--- src/rtl/uart_cmd_pkg.sv ---
// Shared constants and state encoding for the uart byte-command responder.
package uart_cmd_pkg;

    localparam logic [7:0] CMD_WR   = 8'h57;
    localparam logic [7:0] CMD_RD   = 8'h52;
    localparam logic [7:0] CMD_PING = 8'h50;
    localparam logic [7:0] RSP_OK   = 8'h4B;
    localparam logic [7:0] RSP_ERR  = 8'h3F;

    typedef enum logic [2:0] {
        ST_IDLE     = 3'd0,
        ST_GET_ADDR = 3'd1,
        ST_GET_DATA = 3'd2,
        ST_BUS_WR   = 3'd3,
        ST_BUS_RD   = 3'd4,
        ST_RD_WAIT  = 3'd5,
        ST_SEND     = 3'd6
    } state_e;

    // An address byte is usable only when every bit above the bus width is zero.
    function automatic logic addr_in_range(input logic [7:0] addr_byte, input int unsigned aw);
        return (addr_byte >> aw) == 8'd0;
    endfunction

endpackage

--- src/rtl/uart_cmd_timeout.sv ---
// Inter-byte idle counter: counts enabled cycles and pulses done on the last one.
module uart_cmd_timeout #(
    parameter int unsigned TIMEOUT = 1000000
) (
    input  logic clk,
    input  logic reset_n,
    input  logic clr,
    input  logic en,
    output logic done
);

    localparam int unsigned    CW    = $clog2(TIMEOUT);
    localparam logic [CW-1:0]  LIMIT = CW'(TIMEOUT - 1);
    localparam logic [CW-1:0]  ONE   = CW'(32'd1);

    logic [CW-1:0] count_q;
    logic [CW-1:0] count_d;

    // A clear in the same cycle always wins over expiry, so done never fires then.
    assign done = en && !clr && (count_q == LIMIT);

    // Next count: clear, wrap on expiry, or advance while enabled.
    always_comb begin
        count_d = count_q;
        if (clr) begin
            count_d = {CW{1'b0}};
        end else if (en) begin
            if (count_q == LIMIT) begin
                count_d = {CW{1'b0}};
            end else begin
                count_d = count_q + ONE;
            end
        end else begin
            count_d = count_q;
        end
    end

    // Counter register.
    always_ff @(posedge clk) begin
        if (!reset_n) begin
            count_q <= {CW{1'b0}};
        end else begin
            count_q <= count_d;
        end
    end

endmodule

--- src/rtl/uart_cmd_responder.sv ---
// Decodes W/R/P byte commands from the rx FIFO into register-bus accesses
// and answers each accepted command with one byte into the tx FIFO.
module uart_cmd_responder
    import uart_cmd_pkg::*;
#(
    parameter int unsigned AW      = 4,
    parameter int unsigned TIMEOUT = 1000000
) (
    input  logic          clk,
    input  logic          reset_n,
    input  logic          rx_empty,
    input  logic [7:0]    r_data,
    output logic          rd_uart,
    input  logic          tx_full,
    output logic [7:0]    w_data,
    output logic          wr_uart,
    output logic [AW-1:0] reg_addr,
    output logic [7:0]    reg_wdata,
    output logic          reg_we,
    output logic          reg_re,
    input  logic [7:0]    reg_rdata,
    output logic          busy,
    output logic          timeout_err
);

    state_e        state_q,       state_d;
    logic [7:0]    cmd_q,         cmd_d;
    logic          addr_bad_q,    addr_bad_d;
    logic [AW-1:0] reg_addr_q,    reg_addr_d;
    logic [7:0]    reg_wdata_q,   reg_wdata_d;
    logic [7:0]    rsp_q,         rsp_d;
    logic [7:0]    w_data_q,      w_data_d;
    logic          rd_uart_q,     rd_uart_d;
    logic          wr_uart_q,     wr_uart_d;
    logic          reg_we_q,      reg_we_d;
    logic          reg_re_q,      reg_re_d;
    logic          busy_q,        busy_d;
    logic          timeout_err_q, timeout_err_d;

    logic          pop_s;
    logic          addr_ok_s;
    logic          rx_wait_s;
    logic          tmo_clr_s;
    logic          tmo_done_s;

    // The FIFO head is stale during the cycle our own pop is being applied.
    assign pop_s     = !rx_empty && !rd_uart_q;
    assign addr_ok_s = addr_in_range(r_data, AW);
    assign rx_wait_s = (state_q == ST_GET_ADDR) || (state_q == ST_GET_DATA);
    assign tmo_clr_s = !rx_wait_s || pop_s;

    uart_cmd_timeout #(
        .TIMEOUT (TIMEOUT)
    ) u_timeout (
        .clk     (clk),
        .reset_n (reset_n),
        .clr     (tmo_clr_s),
        .en      (rx_wait_s),
        .done    (tmo_done_s)
    );

    // Next-state and next-output logic; strobes are raised on entry to the state they belong to.
    always_comb begin
        state_d       = state_q;
        cmd_d         = cmd_q;
        addr_bad_d    = addr_bad_q;
        reg_addr_d    = reg_addr_q;
        reg_wdata_d   = reg_wdata_q;
        rsp_d         = rsp_q;
        w_data_d      = w_data_q;
        rd_uart_d     = 1'b0;
        wr_uart_d     = 1'b0;
        reg_we_d      = 1'b0;
        reg_re_d      = 1'b0;
        timeout_err_d = 1'b0;

        case (state_q)
            ST_IDLE: begin
                if (pop_s) begin
                    rd_uart_d = 1'b1;
                    cmd_d     = r_data;
                    if ((r_data == CMD_WR) || (r_data == CMD_RD)) begin
                        state_d = ST_GET_ADDR;
                    end else if (r_data == CMD_PING) begin
                        rsp_d   = RSP_OK;
                        state_d = ST_SEND;
                    end else begin
                        rsp_d   = RSP_ERR;
                        state_d = ST_SEND;
                    end
                end else begin
                    state_d = ST_IDLE;
                end
            end

            ST_GET_ADDR: begin
                if (pop_s) begin
                    rd_uart_d  = 1'b1;
                    addr_bad_d = !addr_ok_s;
                    if (addr_ok_s) begin
                        reg_addr_d = r_data[AW-1:0];
                    end else begin
                        reg_addr_d = reg_addr_q;
                    end
                    // A write still has to swallow its data byte even with a bad address.
                    if (cmd_q == CMD_WR) begin
                        state_d = ST_GET_DATA;
                    end else if (addr_ok_s) begin
                        reg_re_d = 1'b1;
                        state_d  = ST_BUS_RD;
                    end else begin
                        rsp_d   = RSP_ERR;
                        state_d = ST_SEND;
                    end
                end else if (tmo_done_s) begin
                    timeout_err_d = 1'b1;
                    state_d       = ST_IDLE;
                end else begin
                    state_d = ST_GET_ADDR;
                end
            end

            ST_GET_DATA: begin
                if (pop_s) begin
                    rd_uart_d = 1'b1;
                    if (!addr_bad_q) begin
                        reg_wdata_d = r_data;
                        reg_we_d    = 1'b1;
                        state_d     = ST_BUS_WR;
                    end else begin
                        rsp_d   = RSP_ERR;
                        state_d = ST_SEND;
                    end
                end else if (tmo_done_s) begin
                    timeout_err_d = 1'b1;
                    state_d       = ST_IDLE;
                end else begin
                    state_d = ST_GET_DATA;
                end
            end

            ST_BUS_WR: begin
                rsp_d   = RSP_OK;
                state_d = ST_SEND;
            end

            ST_BUS_RD: begin
                state_d = ST_RD_WAIT;
            end

            ST_RD_WAIT: begin
                rsp_d   = reg_rdata;
                state_d = ST_SEND;
            end

            ST_SEND: begin
                if (!tx_full) begin
                    wr_uart_d = 1'b1;
                    w_data_d  = rsp_q;
                    state_d   = ST_IDLE;
                end else begin
                    state_d = ST_SEND;
                end
            end

            default: begin
                state_d = ST_IDLE;
            end
        endcase

        busy_d = (state_d != ST_IDLE);
    end

    // State and output registers.
    always_ff @(posedge clk) begin
        if (!reset_n) begin
            state_q       <= ST_IDLE;
            cmd_q         <= 8'd0;
            addr_bad_q    <= 1'b0;
            reg_addr_q    <= {AW{1'b0}};
            reg_wdata_q   <= 8'd0;
            rsp_q         <= 8'd0;
            w_data_q      <= 8'd0;
            rd_uart_q     <= 1'b0;
            wr_uart_q     <= 1'b0;
            reg_we_q      <= 1'b0;
            reg_re_q      <= 1'b0;
            busy_q        <= 1'b0;
            timeout_err_q <= 1'b0;
        end else begin
            state_q       <= state_d;
            cmd_q         <= cmd_d;
            addr_bad_q    <= addr_bad_d;
            reg_addr_q    <= reg_addr_d;
            reg_wdata_q   <= reg_wdata_d;
            rsp_q         <= rsp_d;
            w_data_q      <= w_data_d;
            rd_uart_q     <= rd_uart_d;
            wr_uart_q     <= wr_uart_d;
            reg_we_q      <= reg_we_d;
            reg_re_q      <= reg_re_d;
            busy_q        <= busy_d;
            timeout_err_q <= timeout_err_d;
        end
    end

    assign rd_uart     = rd_uart_q;
    assign wr_uart     = wr_uart_q;
    assign w_data      = w_data_q;
    assign reg_addr    = reg_addr_q;
    assign reg_wdata   = reg_wdata_q;
    assign reg_we      = reg_we_q;
    assign reg_re      = reg_re_q;
    assign busy        = busy_q;
    assign timeout_err = timeout_err_q;

endmodule

--- config.mk ---
export PLATFORM = sky130hd
export DESIGN_NAME = uart_cmd_responder
export DESIGN_NICKNAME = d
export VERILOG_FILES = /design/src/rtl/uart_cmd_pkg.sv /design/src/rtl/uart_cmd_timeout.sv /design/src/rtl/uart_cmd_responder.sv
export SDC_FILE = /design/constraint.sdc
export NUM_CORES = 1
export LEC_CHECK = 0
export CORE_MARGIN = 10
export CORE_UTILIZATION = 55
export CTS_BUF_LIST = sky130_fd_sc_hd__clkbuf_4
export CTS_CLUSTER_SIZE = 10
export DETAILED_ROUTE_END_ITERATION = 12
export GPL_TIMING_DRIVEN = 0
export PLACE_DENSITY = 0.83
export RECOVER_POWER = 100
export SYNTH_ARGS = -nofsm -noshare
export SYNTH_HDL_FRONTEND = slang
export SYNTH_SLANG_ARGS = --single-unit
--- constraint.sdc ---
create_clock -name clk -period 2.6 [get_ports clk]
set_clock_uncertainty 0.15 [all_clocks]
set_input_delay 0.78 -clock clk [delete_from_list [all_inputs] [get_ports clk]]
set_output_delay 0.78 -clock clk [all_outputs]
set_load 0.02 [all_outputs]
# After elaboration in Yosys (flattened, before gate mapping)
# Index checks and enable logic that the tools add are counted.
classes:
  addsub: 1
  eq_ne: 18
  muxes: 26
  bitwise_logic: 6
  n_reduce_logical: 30
op_table:
  columns: ["op", "count"]
  rows:
  - ["$mux W8", 7]
  - ["$pmux W8 S5", 1]
  - ["$eq A8 B7 Y1 const B", 4]
  - ["$mux W3", 7]
  - ["$add A20 B1 Y20 const B", 1]
  - ["$eq A20 B20 Y1 const B", 1]
  - ["$mux W20", 1]
  - ["$pmux W3 S6", 1]
  - ["$ne A2 B2 Y1 const B", 7]
  - ["$reduce_and A2 Y1", 5]
  - ["$eq A3 B3 Y1 const B", 3]
  - ["$reduce_and A3 Y1", 3]
  - ["$logic_not A8 Y1", 1]
  - ["$reduce_and A8 Y1", 1]
  - ["$mux W7", 1]
  - ["$eq A3 B2 Y1 const B", 2]
  - ["$mux W1", 6]
  - ["$not A1 Y1", 6]
  - ["$reduce_or A2 Y1", 3]
  - ["$reduce_or A3 Y1", 2]
  - ["$logic_not A1 Y1", 5]
  - ["$reduce_bool A5 Y1", 1]
  - ["$mux W2", 2]
  - ["$reduce_or A4 Y1", 1]
  - ["5 further kinds", 9]
totals:
  regBits: 66
  input_bits: 20
  output_inout_bits: 26
  elab_cells: 95

# Depth between registers and ports, before layout
logic_depth:
  depth_word: 11
  depth_mapped: 8
  ltp_nobuf: 5

# Modules after synthesis
# From an unflattened synthesis, not the netlist that was laid out.
hier_totals:
  cells_unflattened: 336
  hier_area_um2: 2969.1
modules_own_cells:
  columns: ["mod", "instances", "cells_per_inst", "area_per_inst_um2", "seq_area_each_um2"]
  rows:
  - ["uart_cmd_responder", 1, 224, 2003.2, 920.9]
  - ["uart_cmd_timeout", 1, 112, 965.9, 400.4]

# Worst setup path before layout
# No wires, ideal clock.
synth_timing:
  path_type: "input port to flip-flop"
  startpoint: "in rx_empty"
  endpoint: "reg busy_q, in the netlist busy"
  setup_ns: 0.127
  arrival_time_ns: 2.084
  required_ns: 2.323
  setup_slack_ns: 0.239
  path_stages: 7
  path_buffers: 2
  path_cell_list: "or3_4 > buf_6 > or3_4 > buf_12 > nor2_4 > or4_4 > or3_1"
synth_via:
  elab_chain_cells: 10
  word_cells_on_any_way: 13
  cone_classes: "mux (6); reduce/logical (7)"
synth_rtl:
  columns: ["element", "line", "source"]
  rows:
  - ["start, declared", "uart_cmd_responder.sv:11", "input logic rx_empty,"]
  - ["$logic_not A1 Y1 (*)", "uart_cmd_responder.sv:47", "assign pop_s = !rx_empty && !rd_uart_q;"]
  - ["$logic_and A1 B1 Y1 (*)", "uart_cmd_responder.sv:47", null]
  - ["$logic_or A1 B1 Y1", "uart_cmd_responder.sv:50", "assign tmo_clr_s = !rx_wait_s || pop_s;"]
  - ["$logic_not A1 Y1", "uart_cmd_timeout.sv:20", "assign done = en && !clr && (count_q == LIMIT);"]
  - ["$logic_and A1 B1 Y1 (2 in series)", "uart_cmd_timeout.sv:20", null]
  - ["$mux W1 / $mux W2 (equally long branches)", "uart_cmd_responder.sv:115, uart_cmd_responder.sv:134", null]
  - ["$mux W3, on equally long branches", "uart_cmd_responder.sv:97, uart_cmd_responder.sv:124", null]
  - ["$pmux W3 S6 (*)", "uart_cmd_responder.sv:77", "case (state_q)"]
  - ["$reduce_bool A3 Y1 (*)", "uart_cmd_responder.sv:171", "busy_d = (state_d != ST_IDLE);"]
  - ["end signal, assigned", "uart_cmd_responder.sv:202", "busy_q <= busy_d;"]
  - ["end, declared", "uart_cmd_responder.sv:37", "logic busy_q, busy_d;"]
# Every way passes the cells marked *; elsewhere a longest branch is shown, timed or not.
# A chain may end at the register's enable or synchronous reset.

# Worst setup path in the final report
layout_timing:
  startpoint: "in r_data[7]"
  endpoint: "reg busy_q, in the netlist busy"
layout_via:
  elab_chain_cells: 6
  word_cells_on_any_way: 11
  cone_classes: "eq/ne (2); mux (6); reduce/logical (3)"
layout_rtl:
  columns: ["element", "line", "source"]
  rows:
  - ["start, declared", "uart_cmd_responder.sv:12", "input logic [7:0] r_data,"]
  - ["$eq A8 B7 Y1 / $logic_not A8 Y1 (equally long branches)", "uart_cmd_responder.sv:82, uart_cmd_pkg.sv:22", null]
  - ["$logic_or A1 B1 Y1 / $mux W2 (equally long branches)", "uart_cmd_responder.sv:82, uart_cmd_responder.sv:108", null]
  - ["$mux W3, on equally long branches", "uart_cmd_responder.sv:82, uart_cmd_responder.sv:106", null]
  - ["$mux W3, on equally long branches", "uart_cmd_responder.sv:79, uart_cmd_responder.sv:97", null]
  - ["$pmux W3 S6 (*)", "uart_cmd_responder.sv:77", null]
  - ["$reduce_bool A3 Y1 (*)", "uart_cmd_responder.sv:171", null]
# Marked as above.

==> run summary <==
status: finished, final reports clean
hold_buf cts: 0
HP Class: reg -> reg
Vias/cell: 5.59
effective utilization at floorplan: 57.1%
crit path capture type: register
Startpoint Class: input port
CTS tree: built
synthesized flop and latch total: 66
Critical Path Fanout Max: 6
DIE AREA: 8610 um^2
final RePlAce weighted congestion: 0.867
Yosys cell types: 50
H-tree Lvls: 3
first-pass GRT wire length: 12.0 mm
num rows: 26
DRT Wirelength: 7.18 mm
Final Cycle Share: 99.5%
Layout Nets: 412
sequential fraction of the synthesis area: 45.3%
Mapped Cells: 335
Die Ht: 92.8 um
area of the multi-input gates: 1470 um^2
predominant post-synthesis flop cell: dfxtp_1
met3 GRT Util: 4.36%
final hold violation count: 0
Post-synth EDFFs: 0
DRC errors left: 0
Mapped Area: 2910 um^2
grt ovf: 0
Initial DRT Pass Iterations: 4
Synth top area share: 45.3%
FF+latch area: 1320 um^2
slowest stage delay, CP: 0.65 ns
Inserted Clock Buffers: 9
max-cap violations: 0
worst r2r dst: u_timeout.count_q[18]
via count: 2603
wire length per cell: 15.4 um
clock root buffer: clkbuf_4
count leader, synth: dfxtp_1
CP max stage cell: nor4_2
Fillers: 427
FMAX: 386 MHz
Setup violations, final: 0
RSZ-0062 raised after global routing: yes
sequential power share: 43.7%
pwr dens: 764 nW/um^2
total track usage: 17.0%
Mean Syn Cell Area: 8.70 um^2
initial antenna violation count: 0
Clock Latency Late Sink: 0.41 ns
CTS sink count: 66
clock-pin slew of the registers on the worst-case setup and hold paths: 0.10 ns
clock group share of total power: 26.6%
largest net degree at the start of global routing: 12
core area: 5110 um^2
met1 usage: 20.7%
Internal Power: 0.00186 W
Final Slew Violations: 0
sw power: 0.000900 W
Switching Fraction: 32.6%
Max VDD drop: 565 uV
post-route ant nets: 0
synth top area cells: dfxtp_1 45%, nor2_1 6.3%, mux2i_1 5.5%
R2R Setup Slk: 0.20 ns
WHS Endpoint: reg_addr[2]
Total Power: 0.00276 W
Layout area overhead: 24.1%
Slew @ Worst Pin: 0.899 ns
worst-path cell chain: clkdlybuf4s50_1 > nor4_2 > a2111o_1 > nand3_1 > or3_1
gr busiest metal: met2
synthesized net count: 356
Arrival @ worst endpoint: 2.72 ns
layout cells sized above 1: 8.08%
post-route minimum period: 2.59 ns
Die Width: 92.8 um
drt initial violations: 127
r2r startpoint: state_q[0]
HP Start: reg_addr[2]
Pleak: 1.32 nW
CP Data Required Time: 2.73 ns
most common library cells after synthesis: 66 x dfxtp_1, 49 x nor2_1, 40 x nand2_1, 18 x a21oi_1
Setup Buffers After CTS: 0
Port Buffers: 45
combinational group share of total power: 29.7%
Crit Path Category: in -> reg
io pins: 46
synth warn: 0
met2 Usage GRT: 27.8%
number of global-route vias before repair: 2529
Util after Layout: 70.8%
Hold Path Stages: 2
diode count: 0
async set or reset register ratio after synthesis: 0%
top cell type by total area after synthesis: dfxtp_1
clk buf depth: 2
HPWL Detailed: 5.34 mm
FF-to-FF path depth: 6
max_slew headroom: 39.6%
per-stage QoR:
step                      TNS (ns)  hold slack, ns  area, um^2  instances  worst slack, ns
final                            0           0.310        3620        466           0.0124
after global routing       -0.0454           0.340        3620        466          -0.0244
after CTS                        0           0.312        3620        466          0.00333
after detailed placement    -11.76           0.297        3450        450           -0.571
after global placement      -10.17           0.286        3450        450           -0.565
after floorplan                  0           0.274        2910        335            0.239
metal layers:
layer / share of wire, % / wire [um]
met1: 44 / 3180
met2: 48 / 3470
met3: 5.9 / 427
met4: 1.4 / 99
met5: 0 / 0
worst max-delay path by stage:
stage,startpoint,endpoint,slack (ns),depth (start not counted)
5_1_grt,r_data[7],busy,-0.02,5
6_report,r_data[7],busy,0.01,5
2_1_floorplan,rx_empty,busy,0.24,7
3_3_place_gp,r_data[7],busy,-0.56,5
3_5_place_dp,r_data[7],busy,-0.57,5
4_1_cts,rx_empty,busy,0.003,8
logic make-up after synthesis:
logic type	after synthesis	synth area share, %
simple gates	165	29.1
flops	66	45.3
compound gates	41	8.85
buf+inv	26	4.68
xor+xnor	19	5.71
mux	17	5.88
fa+ha+maj	1	0.429
area by class of cell:
class	count	share of cell area, %
Inverter	7	0.727
Clock inverter	7	2.32
Tap cell	70	2.42
Timing Repair Buffer	45	12.5
Buffer	19	3.11
Multi-Input combinational cell	243	40.6
Clock buffer	9	1.87
Sequential cell	66	36.5
flip-flops by register name, indices dropped and copies added, names as in the netlist:
name / flops
rsp_q: 8
addr_bad_q: 1
reg_we: 1
busy: 1
cmd_q: 8
rd_uart: 1
timeout_err: 1
state_q: 3
reg_wdata: 8
reg_addr: 4
wr_uart: 1
u_timeout.count_q: 20
w_data: 8
reg_re: 1
power groups by stage:
stage | Sequential (W) | Clock, W | Combinational, W
5_1_grt | 0.00122 | 0.000788 | 0.000900
6_report | 0.00121 | 0.000734 | 0.000821
2_1_floorplan | 0.00125 | 0 | 0.000538
3_3_place_gp | 0.00122 | 0 | 0.000791
3_5_place_dp | 0.00123 | 0 | 0.000814
4_1_cts | 0.00121 | 0.000744 | 0.000833
layout by cell type (no fill, tap or decap), types with 3 or more instances in the layout:
cell type	synthesis	final
xnor2_1	15	15
and4_1	4	4
nor3_1	11	11
nand2b_1	4	4
nand4_1	3	3
nor4b_1	3	3
mux2i_1	16	16
inv_1	7	7
nor2_1	49	49
o31ai_1	4	4
dlygate4sd3_1	0	26
o21ai_0	7	7
dfxtp_1	66	66
a21oi_1	18	18
clkdlybuf4s50_1	0	18
xor2_1	4	4
clkbuf_1	11	11
nand3_1	16	16
clkinv_1	0	3
nor4_1	9	8
or2_2	3	3
nand2_1	40	40
nand4b_1	3	3
clkbuf_4	0	10
critical path: cells and delay by family:
family / cells / cell delay (ns)
buffers and inverters: 1 / 0.54
AOI/OAI and AO/OA: 1 / 0.25
and+or+nand+nor: 3 / 1.15
repair_timing:
action,in CTS,in global routing
pin swaps,0,0
setup endpoints to repair,14,11
gates resized for setup,3,4
Power figures use the tool's default switching activity.
